File: src/rtl/rr_ready_queue.sv
// Round-robin ready-queue dispatcher: a FIFO of ready PIDs feeding one running slot
// that handshakes with an external quantum timer.
module rr_ready_queue #(
  parameter int DEPTH = 8,
  parameter int PID_W = 5
) (
  input  logic                     clk,
  input  logic                     reset,
  input  logic                     add_valid,
  input  logic [PID_W-1:0]         add_pid,
  output logic                     add_ready,
  input  logic                     quantum_expired,
  input  logic                     kill,
  output logic                     timer_start,
  output logic [PID_W-1:0]         cur_pid,
  output logic                     running,
  output logic [$clog2(DEPTH):0]   count
);

  localparam int PTR_W = $clog2(DEPTH);
  localparam int CNT_W = PTR_W + 1;
  localparam logic [CNT_W-1:0] DEPTH_C    = CNT_W'(DEPTH);
  localparam logic [CNT_W-1:0] DEPTH_M1_C = CNT_W'(DEPTH - 1);

  typedef enum logic [1:0] {
    IDLE     = 2'd0,
    DISPATCH = 2'd1,
    RUN      = 2'd2
  } state_t;

  state_t             state_r;
  state_t             state_nxt;
  logic [PID_W-1:0]   mem [DEPTH];
  logic [PTR_W-1:0]   rd_ptr_r;
  logic [PTR_W-1:0]   wr_ptr_r;
  logic [CNT_W-1:0]   count_r;
  logic [PID_W-1:0]   cur_pid_r;
  logic               timer_start_r;
  logic               running_r;
  logic               pop;
  logic               requeue;
  logic               add_fire;
  logic               push;
  logic [PID_W-1:0]   push_data;

  // Next-state decode; pop and re-enqueue are FSM side effects.
  always_comb begin
    state_nxt = state_r;
    pop       = 1'b0;
    requeue   = 1'b0;
    case (state_r)
      IDLE: begin
        if (count_r != '0) begin
          pop       = 1'b1;
          state_nxt = DISPATCH;
        end else begin
          state_nxt = IDLE;
        end
      end
      DISPATCH: state_nxt = RUN;
      RUN: begin
        if (kill) begin
          state_nxt = IDLE;
        end else if (quantum_expired) begin
          requeue   = 1'b1;
          state_nxt = IDLE;
        end else begin
          state_nxt = RUN;
        end
      end
      default: state_nxt = IDLE;
    endcase
  end

  // Outside IDLE one slot stays reserved so a preempted PID always fits back in.
  always_comb begin
    add_ready = 1'b0;
    if (requeue) begin
      add_ready = 1'b0;
    end else if (state_r == IDLE) begin
      add_ready = (count_r < DEPTH_C);
    end else begin
      add_ready = (count_r < DEPTH_M1_C);
    end
  end

  assign add_fire  = add_valid && add_ready && (add_pid != '0);
  assign push      = add_fire || requeue;
  assign push_data = requeue ? cur_pid_r : add_pid;

  // Queue storage needs no reset; the pointers and count define its contents.
  always_ff @(posedge clk) begin
    if (push) begin
      mem[wr_ptr_r] <= push_data;
    end
  end

  // Pointers, occupancy, FSM state and registered outputs.
  always_ff @(posedge clk or posedge reset) begin
    if (reset) begin
      state_r       <= IDLE;
      rd_ptr_r      <= '0;
      wr_ptr_r      <= '0;
      count_r       <= '0;
      cur_pid_r     <= '0;
      timer_start_r <= 1'b0;
      running_r     <= 1'b0;
    end else begin
      state_r       <= state_nxt;
      timer_start_r <= (state_nxt == DISPATCH);
      running_r     <= (state_nxt != IDLE);
      count_r       <= count_r + CNT_W'(push) - CNT_W'(pop);
      if (push) begin
        wr_ptr_r <= wr_ptr_r + PTR_W'(1);
      end
      if (pop) begin
        rd_ptr_r  <= rd_ptr_r + PTR_W'(1);
        cur_pid_r <= mem[rd_ptr_r];
      end else if (state_r == RUN && state_nxt == IDLE) begin
        cur_pid_r <= '0;
      end
    end
  end

  assign timer_start = timer_start_r;
  assign running     = running_r;
  assign cur_pid     = cur_pid_r;
  assign count       = count_r;

endmodule

File: config.mk
export PLATFORM = sky130hd
export DESIGN_NAME = rr_ready_queue
export DESIGN_NICKNAME = d
export VERILOG_FILES = /design/src/rtl/rr_ready_queue.sv
export SDC_FILE = /design/constraint.sdc
export NUM_CORES = 1
export LEC_CHECK = 0
export ABC_CLOCK_PERIOD_IN_PS = 2900
export CAP_MARGIN = 20
export CORE_MARGIN = 2
export CORE_UTILIZATION = 55
export CTS_BUF_LIST = sky130_fd_sc_hd__clkbuf_8 sky130_fd_sc_hd__clkbuf_16
export DETAILED_ROUTE_END_ITERATION = 8
export PLACE_DENSITY = 0.88
export SLEW_MARGIN = 20
export SYNTH_ARGS = -nofsm -noshare
export SYNTH_HDL_FRONTEND = slang
export SYNTH_SLANG_ARGS = --single-unit
export TNS_END_PERCENT = 50
File: constraint.sdc
create_clock -name clk -period 2.9 [get_ports clk]
set_input_delay 0.58 -clock clk [delete_from_list [all_inputs] [get_ports clk]]
set_output_delay 0.58 -clock clk [all_outputs]
set_load 0.005 [all_outputs]
==> metrics.md <==
| Metric | Value |
|---|---|
| Status | completed |
| Number of synthesized register bits | 59 |
| H-tree Lvls | 3 |
| Most numerous cell in the Yosys netlist | edfxtp_1 |
| Layout cells sized above 1 | 18.2% |
| Worst vdd ir | 0.000562 V |
| Gr usage total | 20.3% |
| Syn Area/Cell | 16.4 um2 |
| Initial DRC count | 85 |
| Grt peak-use layer | met2 |
| Port Buffers | 21 |
| Total core area | 4660 um2 |
| Setup tns final | 0 ps |
| Synth area leaders | edfxtp_1 46%, dfrtp_1 18%, mux4_1 7.0% |
| Vias | 1,454 |
| Crit path DAT | 2140 ps |
| Initial antenna violation count | 0 |
| Vias in the first global route | 1,457 |
| Cell breakdown of the critical path | clkdlybuf4s50_1, and4bb_2, buf_4, nor2_1, clkdlybuf4s50_1 |
| Syn nets | 179 |
| FP Rows | 25 |
| # setup viols final | 0 |
| CTS Root Cell | clkbuf_8 |
| CP Class | in -> out |
| Unrepaired setup endpoints after global routing | false |
| M1 GR Usage | 25.4% |
| Grt met2 use | 30.6% |
| Hold Fails Final Rpt | 0 |
| Clock Skew | 7.92 ps |
| DP HPWL | 3440 um |
| Sequential share of the synthesized area | 63.9% |
| Per-cell routed wire length | 18.8 um |
| Global-route wire length before repair | 7430 um |
| Post-cts resize count | 0 |
| Tmin final | 2720 ps |
| Max Root-Sink Buffers | 2 |
| Later-pin clock latency in the skew report | 340 ps |
| Antenna diodes | 0 |
| R2R setup slack | 410 ps |
| Routed WL | 4730 um |
| Pre-CTS WS | 56.8 ps |
| Total gr overflow | 0 |
| M3 GR Usage | 7.46% |
| Syn Inst Count | 160 |
| Initial Util | 56.3% |
| Worst Path Buf+Inv | 3 |
| Max Cap Viol | 0 |
| Die X | 73.1 um |
| Top_reg_cell synth | edfxtp_1 |
| Required time of the critical path | 2320 ps |
| Worst Reg-to-Reg Cells | 11 |
| Gpl congestion | 0.767 |
| Power per Cell Area | 1050 nW/um2 |
| Worst-path clk slew | 70 ps |
| EDFF count, synth | 40 |
| Crit. path cell count | 5 |
| Slew @ Worst Pin | 949 ps |
| Pin count of the biggest net entering global routing | 20 |
| Mapped cell area | 2620 um2 |
| Fmax | 367 MHz |
| Vias per cell | 5.77 |
| Ys async rst share | 32.2% |
| Final setup margin | 179 ps |
| P&R area growth vs syn | 19.5% |
| Synth top cells by count | 40 x edfxtp_1, 19 x dfrtp_1, 11 x inv_1 |
| CP most frequent cell | clkdlybuf4s50_1 |
| Max-slew violations | 0 |
| Final nets | 212 |
| DRT Pass-1 Iters | 4 |
| Leakage power figure | 1.21 nW |
| Final core utilization | 67.2% |
| Hold Crit Depth | 1 |
| Final ANT Viol Nets | 0 |
| Critical Path Slowest Stage Cell | clkdlybuf4s50_1 |
| Delay-heaviest family, CP | buffers and inverters |
| Number of buffers created by CTS | 9 |
| Yosys warns | 0 |
| IO Count | 22 |
| Worst Hold Class | reg -> reg |
| Post-synth cell types | 36 |
| Hold-fix buffer count after cts | 0 |
| Worst-path fanout max | 8 |
| Max-slew headroom | 36.2% |
| Critical Path Source Type | primary input |
| Period utilisation layout | 93.8% |
| Die height | 73.1 um |
| Die area | 5340 um2 |
| Leading area contributor after synthesis | edfxtp_1 |
| CTS Sinks | 59 |
| # Post-CTS Setup Buffers | 0 |
| Yosys top cell area share | 45.8% |
| DRC viols | 0 |
| TritonCTS clock tree | done |
| Crit. End Element | output port |
| Max stage delay on crit path | 510 ps |
layer usage:
layer / vias to the layer above / routed length, um
li1: 686 / -
met1: 729 / 1960
met2: 29 / 2450
met3: 10 / 203
met4: 0 / 114
met5: - / 0
cell usage in the layout (no fill, tap or decap), types with 5 or more instances in the layout:
| cell type | count |
|---|---|
| a221o_1 | 5 |
| and3_1 | 5 |
| buf_4 | 8 |
| clkbuf_8 | 10 |
| clkdlybuf4s50_1 | 21 |
| dfrtp_1 | 19 |
| edfxtp_1 | 40 |
| ha_1 | 8 |
| inv_1 | 11 |
| mux2_2 | 6 |
| mux4_1 | 7 |
| nand2_1 | 8 |
state kept, by name, summed over array words and instances (netlist names):
signal and count:
cur_pid 5, wr_ptr_r 3, running 1, state_r 2, count 4, rd_ptr_r 3
timer_start 1, mem 40
report_power, final:
part	internal [mW]	total, mW	switching [mW]
combinational	0.630	1.10	0.473
clock	0.506	0.828	0.322
sequential	1.12	1.35	0.223
worst register-to-register path: stages, from the launching register on:
cell	delay, ps
dfrtp_1	380
inv_1	80
ha_1	190
nor3b_1	130
or3_4	400
inv_1	150
ha_1	250
inv_1	60
ha_1	160
inv_1	60
fa_1	480
inv_1	40
path summary, 6_finish.rpt:
path / end / from
min in group asynchronous: running / reset
worst max-delay path: add_ready / kill
worst max register to register: count[1] / count[2]
max in group asynchronous: wr_ptr_r[1] / reset
worst min-delay path: rd_ptr_r[2] / rd_ptr_r[2]
worst min register to register: rd_ptr_r[2] / rd_ptr_r[2]
cells by family after synthesis:
kind of cell | Yosys count | synth area share, %
flops | 59 | 63.9
compound gates | 13 | 4.34
buf+inv | 18 | 3.58
fa+ha+maj | 9 | 4.58
mux | 18 | 12.9
simple gates | 38 | 8.97
xor+xnor | 5 | 1.67
through the flow:
stage,instances,area (um2),power [mW],hold slack [ps]
floorplan,160,2620,2.10,459
global placement,236,2910,2.38,477
detailed placement,236,2910,2.48,506
CTS,252,3130,3.31,518
global route,252,3130,3.48,527
finish,252,3130,3.28,521
final cells by class:
cell class / count / area [um2]
flip-flops and latches: 59 / 1680
fillers: 287 / 1530
multi-input cells: 83 / 852
repair buffers: 29 / 270
clock buffers: 10 / 138
clock inverters: 6 / 88.8
well taps: 54 / 67.6
inverters: 11 / 41.3
No activity file was read; power rests on OpenSTA's default activity.
